<file path="config.mk">
export PLATFORM = sky130hd
export DESIGN_NAME = mha_out_collector_flat
export DESIGN_NICKNAME = d
export VERILOG_FILES = /design/src/rtl/mha_out_collector_if.sv /design/src/rtl/mha_out_collector.sv /design/src/flat_wrapper.sv
export SDC_FILE = /design/constraint.sdc
export NUM_CORES = 1
export LEC_CHECK = 0
export BUFFER_PORTS_ARGS = -buffer_cell sky130_fd_sc_hd__buf_4
export CAP_MARGIN = 0
export CORE_MARGIN = 2
export CORE_UTILIZATION = 31
export CTS_CLUSTER_DIAMETER = 120
export DETAILED_ROUTE_END_ITERATION = 10
export PLACE_DENSITY = 0.49
export SLEW_MARGIN = 10
export SYNTH_ARGS = -nofsm -noshare
export SYNTH_HDL_FRONTEND = slang
export SYNTH_SLANG_ARGS = --single-unit
</file>
<file path="constraint.sdc">
create_clock -name clk -period 6.2 [get_ports clk]
set_clock_uncertainty 0.1 [all_clocks]
set_input_delay 1.86 -clock clk [delete_from_list [all_inputs] [get_ports clk]]
set_output_delay 1.86 -clock clk [all_outputs]
set_load 0.01 [all_outputs]
</file>
<file path="src/rtl/mha_out_collector_if.sv">
// mha_out_collector_if
// Groups the handshake and data signals of the MHA output collector.
//   master : the environment around the collector (drives start, capture
//            inputs and write backpressure, observes write port and status)
//   slave  : the collector itself
// Signals:
//   start          one-cycle pulse arming collection of a new matrix
//   acc_done_wrap  level from the systolic wrapper, rising edge = new block
//   acc_data       accumulated result block, valid in the edge cycle
//   out_ready      output BRAM/consumer accepts a write this cycle
//   out_we         one-cycle write strobe per block
//   out_addr       row-major block address
//   out_data       block being written
//   busy           collector is collecting or draining
//   done           full matrix written
//   overflow       sticky: a capture was dropped on a full FIFO
interface mha_out_collector_if #(
  parameter int WIDTH_OUT  = 64,
  parameter int ADDR_WIDTH = 4
);
  logic                  start;
  logic                  acc_done_wrap;
  logic [WIDTH_OUT-1:0]  acc_data;
  logic                  out_ready;
  logic                  out_we;
  logic [ADDR_WIDTH-1:0] out_addr;
  logic [WIDTH_OUT-1:0]  out_data;
  logic                  busy;
  logic                  done;
  logic                  overflow;

  modport master (
    output start, acc_done_wrap, acc_data, out_ready,
    input  out_we, out_addr, out_data, busy, done, overflow
  );

  modport slave (
    input  start, acc_done_wrap, acc_data, out_ready,
    output out_we, out_addr, out_data, busy, done, overflow
  );
endinterface

</file>
<file path="src/rtl/mha_out_collector.sv">
// mha_out_collector
// Captures accumulated result blocks from the systolic wrapper on each rising
// edge of acc_done_wrap, buffers them in a small FIFO and drains them into the
// output BRAM write port in row-major block order under backpressure. Reports
// completion once ROW_BLOCKS x COL_BLOCKS blocks have been written.
// Ports:
//   clk  single clock domain
//   rst  asynchronous, active-high reset
//   bus  slave side of mha_out_collector_if (capture inputs, write port,
//        busy/done/overflow status)
module mha_out_collector #(
  parameter int WIDTH_OUT  = 64,
  parameter int ROW_BLOCKS = 4,
  parameter int COL_BLOCKS = 4,
  parameter int FIFO_DEPTH = 4,
  parameter int ADDR_WIDTH = 4
) (
  input  logic               clk,
  input  logic               rst,
  mha_out_collector_if.slave bus
);

  localparam int TOTAL = ROW_BLOCKS * COL_BLOCKS;
  localparam int CNT_W = $clog2(TOTAL + 1);
  localparam int ROW_W = (ROW_BLOCKS > 1) ? $clog2(ROW_BLOCKS) : 1;
  localparam int COL_W = (COL_BLOCKS > 1) ? $clog2(COL_BLOCKS) : 1;
  localparam int PTR_W = $clog2(FIFO_DEPTH);

  localparam logic [CNT_W-1:0] TOTAL_C   = CNT_W'(TOTAL);
  localparam logic [ROW_W-1:0] ROW_LAST  = ROW_W'(ROW_BLOCKS - 1);
  localparam logic [COL_W-1:0] COL_LAST  = COL_W'(COL_BLOCKS - 1);

  typedef enum logic [1:0] {IDLE, COLLECT, DRAIN, DONE} state_e;

  state_e                state_q;
  logic                  accDoneWrap_q;
  logic [CNT_W-1:0]      capCnt_q;
  logic [CNT_W-1:0]      wrCnt_q;
  logic [ROW_W-1:0]      row_q;
  logic [COL_W-1:0]      col_q;
  logic [PTR_W:0]        wrPtr_q;
  logic [PTR_W:0]        rdPtr_q;
  logic [WIDTH_OUT-1:0]  mem_q [FIFO_DEPTH];
  logic                  outWe_q;
  logic [ADDR_WIDTH-1:0] outAddr_q;
  logic [WIDTH_OUT-1:0]  outData_q;
  logic                  overflow_q;

  logic                  accEdge;
  logic                  fifoEmpty;
  logic                  fifoFull;
  logic                  active;
  logic                  capture;
  logic                  pop;
  logic                  push;
  logic                  drop;
  logic [ADDR_WIDTH-1:0] blockAddr;

  // Decode edge, FIFO status and the per-cycle push/pop decisions. The pointers
  // carry one extra wrap bit so full and empty can be told apart. A capture on
  // a full FIFO is still accepted if a pop frees a slot in the same cycle.
  always_comb begin
    accEdge   = bus.acc_done_wrap & ~accDoneWrap_q;
    fifoEmpty = (wrPtr_q == rdPtr_q);
    fifoFull  = (wrPtr_q[PTR_W] != rdPtr_q[PTR_W]) &&
                (wrPtr_q[PTR_W-1:0] == rdPtr_q[PTR_W-1:0]);
    active    = (state_q == COLLECT) || (state_q == DRAIN);
    capture   = (state_q == COLLECT) && accEdge;
    pop       = active && !fifoEmpty && bus.out_ready;
    push      = capture && (!fifoFull || pop);
    drop      = capture && fifoFull && !pop;
    blockAddr = ADDR_WIDTH'(row_q) * ADDR_WIDTH'(COL_BLOCKS) + ADDR_WIDTH'(col_q);
  end

  // FIFO storage. Contents need no reset because the pointers define validity.
  always_ff @(posedge clk) begin
    if (push) begin
      mem_q[wrPtr_q[PTR_W-1:0]] <= bus.acc_data;
    end
  end

  // Control FSM with counters, FIFO pointers and registered write port.
  // A new start from IDLE/DONE flushes everything from the previous matrix.
  // Dropped captures still count towards the capture total but consume no
  // address, so a matrix with an overflow never reaches DONE.
  always_ff @(posedge clk or posedge rst) begin
    if (rst) begin
      state_q       <= IDLE;
      accDoneWrap_q <= 1'b0;
      capCnt_q      <= '0;
      wrCnt_q       <= '0;
      row_q         <= '0;
      col_q         <= '0;
      wrPtr_q       <= '0;
      rdPtr_q       <= '0;
      outWe_q       <= 1'b0;
      outAddr_q     <= '0;
      outData_q     <= '0;
      overflow_q    <= 1'b0;
    end else begin
      accDoneWrap_q <= bus.acc_done_wrap;
      outWe_q       <= pop;

      if (push) begin
        wrPtr_q <= wrPtr_q + (PTR_W+1)'(1);
      end
      if (capture) begin
        capCnt_q <= capCnt_q + CNT_W'(1);
      end
      if (drop) begin
        overflow_q <= 1'b1;
      end

      if (pop) begin
        rdPtr_q   <= rdPtr_q + (PTR_W+1)'(1);
        outAddr_q <= blockAddr;
        outData_q <= mem_q[rdPtr_q[PTR_W-1:0]];
        wrCnt_q   <= wrCnt_q + CNT_W'(1);
        if (col_q == COL_LAST) begin
          col_q <= '0;
          row_q <= (row_q == ROW_LAST) ? '0 : row_q + ROW_W'(1);
        end else begin
          col_q <= col_q + COL_W'(1);
        end
      end

      case (state_q)
        IDLE, DONE: begin
          if (bus.start) begin
            state_q    <= COLLECT;
            capCnt_q   <= '0;
            wrCnt_q    <= '0;
            row_q      <= '0;
            col_q      <= '0;
            wrPtr_q    <= '0;
            rdPtr_q    <= '0;
            overflow_q <= 1'b0;
          end
        end
        COLLECT: begin
          if (capture && (capCnt_q == TOTAL_C - CNT_W'(1))) begin
            state_q <= DRAIN;
          end
        end
        DRAIN: begin
          if ((wrCnt_q == TOTAL_C) && fifoEmpty) begin
            state_q <= DONE;
          end
        end
        default: state_q <= IDLE;
      endcase
    end
  end

  assign bus.out_we   = outWe_q;
  assign bus.out_addr = outAddr_q;
  assign bus.out_data = outData_q;
  assign bus.overflow = overflow_q;
  assign bus.busy     = (state_q == COLLECT) || (state_q == DRAIN);
  assign bus.done     = (state_q == DONE);

endmodule

</file>
<file path="src/flat_wrapper.sv">
// flat-port wrapper written by rule: the top's interface ports become plain ports
module mha_out_collector_flat 
#(
  parameter int WIDTH_OUT  = 64,
  parameter int ROW_BLOCKS = 4,
  parameter int COL_BLOCKS = 4,
  parameter int FIFO_DEPTH = 4,
  parameter int ADDR_WIDTH = 4
)
  (clk, rst, bus_start, bus_acc_done_wrap, bus_acc_data, bus_out_ready, bus_out_we, bus_out_addr, bus_out_data, bus_busy, bus_done, bus_overflow);
  mha_out_collector_if #(.WIDTH_OUT(WIDTH_OUT), .ADDR_WIDTH(ADDR_WIDTH)) bus_i ();
  input  logic clk;
  input  logic rst;
  input wire logic [$bits(bus_i.start)-1:0] bus_start;
  input wire logic [$bits(bus_i.acc_done_wrap)-1:0] bus_acc_done_wrap;
  input wire logic [$bits(bus_i.acc_data)-1:0] bus_acc_data;
  input wire logic [$bits(bus_i.out_ready)-1:0] bus_out_ready;
  output wire logic [$bits(bus_i.out_we)-1:0] bus_out_we;
  output wire logic [$bits(bus_i.out_addr)-1:0] bus_out_addr;
  output wire logic [$bits(bus_i.out_data)-1:0] bus_out_data;
  output wire logic [$bits(bus_i.busy)-1:0] bus_busy;
  output wire logic [$bits(bus_i.done)-1:0] bus_done;
  output wire logic [$bits(bus_i.overflow)-1:0] bus_overflow;
  assign bus_i.start = bus_start;
  assign bus_i.acc_done_wrap = bus_acc_done_wrap;
  assign bus_i.acc_data = bus_acc_data;
  assign bus_i.out_ready = bus_out_ready;
  assign bus_out_we = bus_i.out_we;
  assign bus_out_addr = bus_i.out_addr;
  assign bus_out_data = bus_i.out_data;
  assign bus_busy = bus_i.busy;
  assign bus_done = bus_i.done;
  assign bus_overflow = bus_i.overflow;
  mha_out_collector #(.WIDTH_OUT(WIDTH_OUT), .ROW_BLOCKS(ROW_BLOCKS), .COL_BLOCKS(COL_BLOCKS), .FIFO_DEPTH(FIFO_DEPTH), .ADDR_WIDTH(ADDR_WIDTH)) u_core (.clk(clk), .rst(rst), .bus(bus_i));
endmodule
</file>
Yosys cells after proc, flatten, opt, wreduce, memory -nomap -nowiden
Memory sizes are Yosys's and may differ from the RTL's. A register that Yosys moved wholly into a read port is not among the register bits.
Cells that the tools add are included.

operators by class
  mux-type cells = 30
  bitwise operators = 2
  equality and inequality tests = 13
  add/subtract/negate cells = 7
  reduce and logical (&&, ||, !) cells = 17

operators with widths
  cell                                                                     count
  5-bit 2-to-1 mux                                                         6
  2-bit 2-to-1 mux                                                         12
  3-bit 2-to-1 mux                                                         6
  5-bit by 1-bit adder with 5-bit output, second input constant            2
  1-bit logical AND                                                        9
  2-bit == test, second input constant                                     4
  3-bit by 1-bit adder with 3-bit output, second input constant            2
  2-bit one-hot mux with 3 select lines                                    1
  5-bit by 4-bit == test with 1-bit output, second input constant          1
  5-bit == test, second input constant                                     1
  1-bit 2-to-1 mux                                                         5
  2-bit by 1-bit adder with 2-bit output, second input constant            2
  4-bit by 2-bit adder with 4-bit output                                   1
  2-bit inequality test, second input constant                             2
  3-bit == test                                                            1
  1-bit zero test                                                          3
  3-bit AND reduction                                                      1
  2-bit by 1-bit == test with 1-bit output, second input constant          1
  2-bit == test                                                            1
  2-bit zero test                                                          1
  1-bit logical OR                                                         2
  2-bit by 1-bit inequality test with 1-bit output, second input constant  1
  2-bit OR reduction                                                       1
  1-bit bitwise AND                                                        1
  2 further kinds                                                          2

storage, ports and cells
  input bits = 69
  bits in registers = 29
  logic and storage cells = 81
  bits in writable memories = 256
  memories kept = 1

memory list
  memory        depth  bits a word  read ports  clocked after memory_dff  write ports  RTL line                 source
  u_core.mem_q  4      64           1           1                         1            mha_out_collector.sv:43  logic [WIDTH_OUT-1:0] mem_q [FIFO_DEPTH];

Logic depth before layout (Yosys ltp)
  depth after elaboration = 9
  depth in mapped cells = 9
  mapped depth without buffers = 7

Least setup slack after synthesis
Ideal clock, no wire load.

  kind = in2reg
  from = input bus_acc_done_wrap
  to = memory u_core.mem_q[3][0], enable pin
  path buffers = 0
  path slack = 0.299 ns
  library setup time = 0.525 ns
  data arrival time = 5.276 ns
  stages on the path = 2
  cell sequence = nand4b_1 -> a41oi_1

between the ends
  cells in the longest elaborated chain, start to end = 5

RTL lines
  element                                 RTL line                 source
  start, declared                         flat_wrapper.sv:15       input wire logic [$bits(bus_i.acc_done_wrap)-1:0] bus_acc_done_wrap;
  1-bit bitwise AND                       mha_out_collector.sv:63  accEdge = bus.acc_done_wrap & ~accDoneWrap_q;
  1-bit logical AND                       mha_out_collector.sv:68  capture = (state_q == COLLECT) && accEdge;
  1-bit logical AND                       mha_out_collector.sv:70  push = capture && (!fifoFull || pop);
  1-bit 2-to-1 mux                        mha_out_collector.sv:77  if (push) begin
  1-bit 2-to-1 mux (not written as such)  mha_out_collector.sv:78  mem_q[wrPtr_q[PTR_W-1:0]] <= bus.acc_data;
  end, declared                           mha_out_collector.sv:43

No other way between the ends.

Worst setup path after layout
  from = input bus_acc_done_wrap
  to = memory u_core.mem_q[0][21], enable pin

Same word-level chain as after synthesis.

==> results by group <==
Outcome
  • Outcome: complete, no violations

Yosys
  • Yosys cell types: 38
  • Syn_nets: 842
  • FFs w/ async S/R, synth: 26.6%
  • Ys flop type: edfxtp_1
  • Post-synth top area cell: edfxtp_1
  • Top post-synthesis cells by count: edfxtp_1, nand2_1, dfrtp_1
  • Post-synthesis sequential area ratio: 76.2%
  • Mean post-synth cell area: 17.3 µm²
  • EDFF count, synth: 256
  • Most numerous cell in the Yosys netlist: edfxtp_1
  • Yosys warns: 0
  • FF+latch count, synth: 349
  • Synth area leaders: edfxtp_1, dfrtp_1, mux4_2
  • Cells after Synth: 759
  • Post-Syn Area: 13,100 µm²
  • Post-synth top area share: 58.5%

Power and ir drop
  • Gate power share: 21.4%
  • Switching power: 1.89 mW
  • Clock share of power: 33.8%
  • Seq pwr share: 44.8%
  • Int Pwr: 4.99 mW
  • Sw frac: 27.5%
  • Leakage power: 6.15 nW
  • Power Density: 427 nW/µm²
  • Peak supply drop: 0.186 mV

Clock tree
  • H-tree levels: 2
  • CTS resizes: 0
  • Clock-pin slew on the worst setup and hold paths: 0.05 ns
  • Postcts setup bufs: 0
  • CTS tree: yes
  • CTS Buffer Depth: 3
  • CTS root buf: clkbuf_16
  • CTS Sinks: 349
  • Hold bufs inserted after CTS: 0
  • Total CTS buffers: 39
  • Worst-Skew Late Latency: 0.52 ns

Floorplanning
  • Initial core utilization: 31.4%
  • Boundary pin count: 141
  • Core Footprint: 41,900 µm²
  • Die footprint: 44,000 µm²
  • Core Rows: 75
  • Die width: 210 µm
  • Die H: 210 µm

STA
  • Slew Limit Fails: 0
  • Setup TNS: 0 ns
  • Final Cycle Share: 59.4%
  • Slew margin rel.: 28.6%
  • Worst-Margin Slew: 1.07 ns
  • Fin crit period: 3.68 ns
  • Final Hold Vio Count: 0
  • Setup ws final: 2.52 ns
  • Hold Slack: 0.370 ns
  • Final setup fails: 0
  • Fmax: 0.272 GHz
  • RSZ-0062 raised after global routing: false

Routing
  • Vias per Instance: 4.51
  • # DRC: 0
  • Vias post-DR: 6,700
  • WL final: 28,300 µm
  • Antenna viol nets, final: 0
  • DRT iter0 DRCs: 369
  • First drt pass iteration count: 6
  • WL per Instance: 19.0 µm

Global routing
  • First-pass GRT wire length: 43,300 µm
  • Vias in the first global route: 7,104
  • Global route overflow: 0
  • Initial antenna violation count: 2
  • GRT Total Usage: 13.1%
  • Largest net degree at the start of global routing: 79

Finish
  • Share of layout cells above drive strength 1: 28.9%
  • Fillers: 3,898
  • Fin cells: 1,487
  • Final core utilization: 38.5%
  • Synth-to-layout area growth: 22.7%
  • Number of nets in the layout: 1,000

Worst hold path
  • Hold Path Class: reg -> reg

Placement
  • Setup Slack @ Placement: 1.90 ns
  • Placed Cells: 1,415
  • Number of port buffers: 140
  • GPL Wtd Cong: 0.699
  • HPWL after DPL: 16,400 µm

Job
  • Max-Cap Viols: 0

Setup path
  • Startpoint Class: input pin
  • Crit path kind: in -> reg
  • Req. time, crit path: 6.31 ns
  • Worst-path fanout max: 52
  • WP data arrival: 3.79 ns
  • Worst Setup End Kind: flip-flop
==> critical path: stages <==
cell and delay, ns:
buf_4 0.10, and3b_1 0.34, o41a_1 0.34, and2_4 0.75, buf_4 0.37
==> stage by stage <==
stage	area [µm²]	power, mW
after floorplan	13100	3.99
after global placement	14800	4.65
after detailed placement	14800	4.66
after CTS	16100	7.02
after global routing	16100	7.29
final	16100	6.89
==> final cells by class <==
cell class              instances  area (µm²)  share of cell area, %
flip-flops and latches        349       10000                   62.2
multi-input cells             365        2950                   18.3
repair buffers                150        1130                   6.99
clock buffers                  55        1100                   6.82
well taps                     539         674                   4.19
clock inverters                16         195                   1.21
inverters                      12        48.8                  0.303
diodes                          1        2.50                 0.0155
==> per-layer routing <==
metal / wire length [µm] / share of wire (%) / up-vias / track usage, %
met5: 10 / 0.035 / - / 0
li1: - / - / 3121 / -
met3: 1630 / 5.8 / 44 / 3.86
met1: 12800 / 45 / 3398 / 17.3
met4: 529 / 1.9 / 2 / 3.79
met2: 13300 / 47 / 135 / 21.0
==> path summary, 6_finish.rpt <==
check,from,to,slack [ns],cells past startpoint
hold reg to reg,u_core.bus.out_data[38]$_DFFE_PP0N_,u_core.bus.out_data[38]$_DFFE_PP0N_,0.37,2
max in group asynchronous,rst,u_core.bus.out_data[37]$_DFFE_PP0N_,3.57,3
setup / recovery,bus_acc_done_wrap,u_core.mem_q[0][21]$_DFFE_PP_,2.52,5
setup reg to reg,u_core.rdPtr_q[0]$_DFF_PP0_,u_core.mem_q[0][21]$_DFFE_PP_,2.89,4
hold / removal,u_core.bus.out_data[38]$_DFFE_PP0N_,u_core.bus.out_data[38]$_DFFE_PP0N_,0.37,2
min in group asynchronous,rst,u_core.bus.out_data[24]$_DFFE_PP0N_,1.42,2
==> sequential cells by signal, summed over array words and instances, names as in the netlist, 2 cells and up <==
register	flops
u_core.bus.out_addr	4
u_core.bus.out_data	64
u_core.row_q	2
u_core.col_q	2
u_core.capCnt_q	5
u_core.wrCnt_q	5
u_core.rdPtr_q	3
u_core.mem_q	256
u_core.state_q	2
u_core.wrPtr_q	3
==> cell usage in the layout, fill, tap and decap left out, types with 5 or more instances in the layout <==
| master | instances |
|---|---|
| mux4_2 | 64 |
| xor2_1 | 6 |
| xnor2_1 | 6 |
| clkinv_1 | 8 |
| nand3_1 | 6 |
| nor2_1 | 12 |
| dfrtp_1 | 91 |
| edfxtp_1 | 256 |
| clkbuf_16 | 41 |
| bufinv_16 | 5 |
| inv_1 | 10 |
| a21oi_1 | 6 |
| nand2_1 | 216 |
| clkbuf_1 | 12 |
| buf_4 | 150 |
| ha_1 | 14 |
==> logic make-up after synthesis <==
group | Yosys count | share of synthesized area [%]
muxes | 68 | 11.3
adders and majority gates | 14 | 1.33
DFF | 349 | 76.2
xor gates and xnor gates | 12 | 0.800
AOI/OAI and AO/OA | 22 | 1.27
buffers and inverters | 45 | 1.54
and+or+nand+nor | 249 | 7.54
==> power by group through the flow <==
stage                     sequential (mW)  combinational, mW  clock [mW]
after CTS                            3.10               1.52        2.40
after floorplan                      3.14              0.842           0
after global routing                 3.14               1.66        2.49
after detailed placement             3.14               1.52           0
after global placement               3.14               1.51           0
final                                3.08               1.47        2.33
Note: power is estimated with default switching activity, not from simulation.
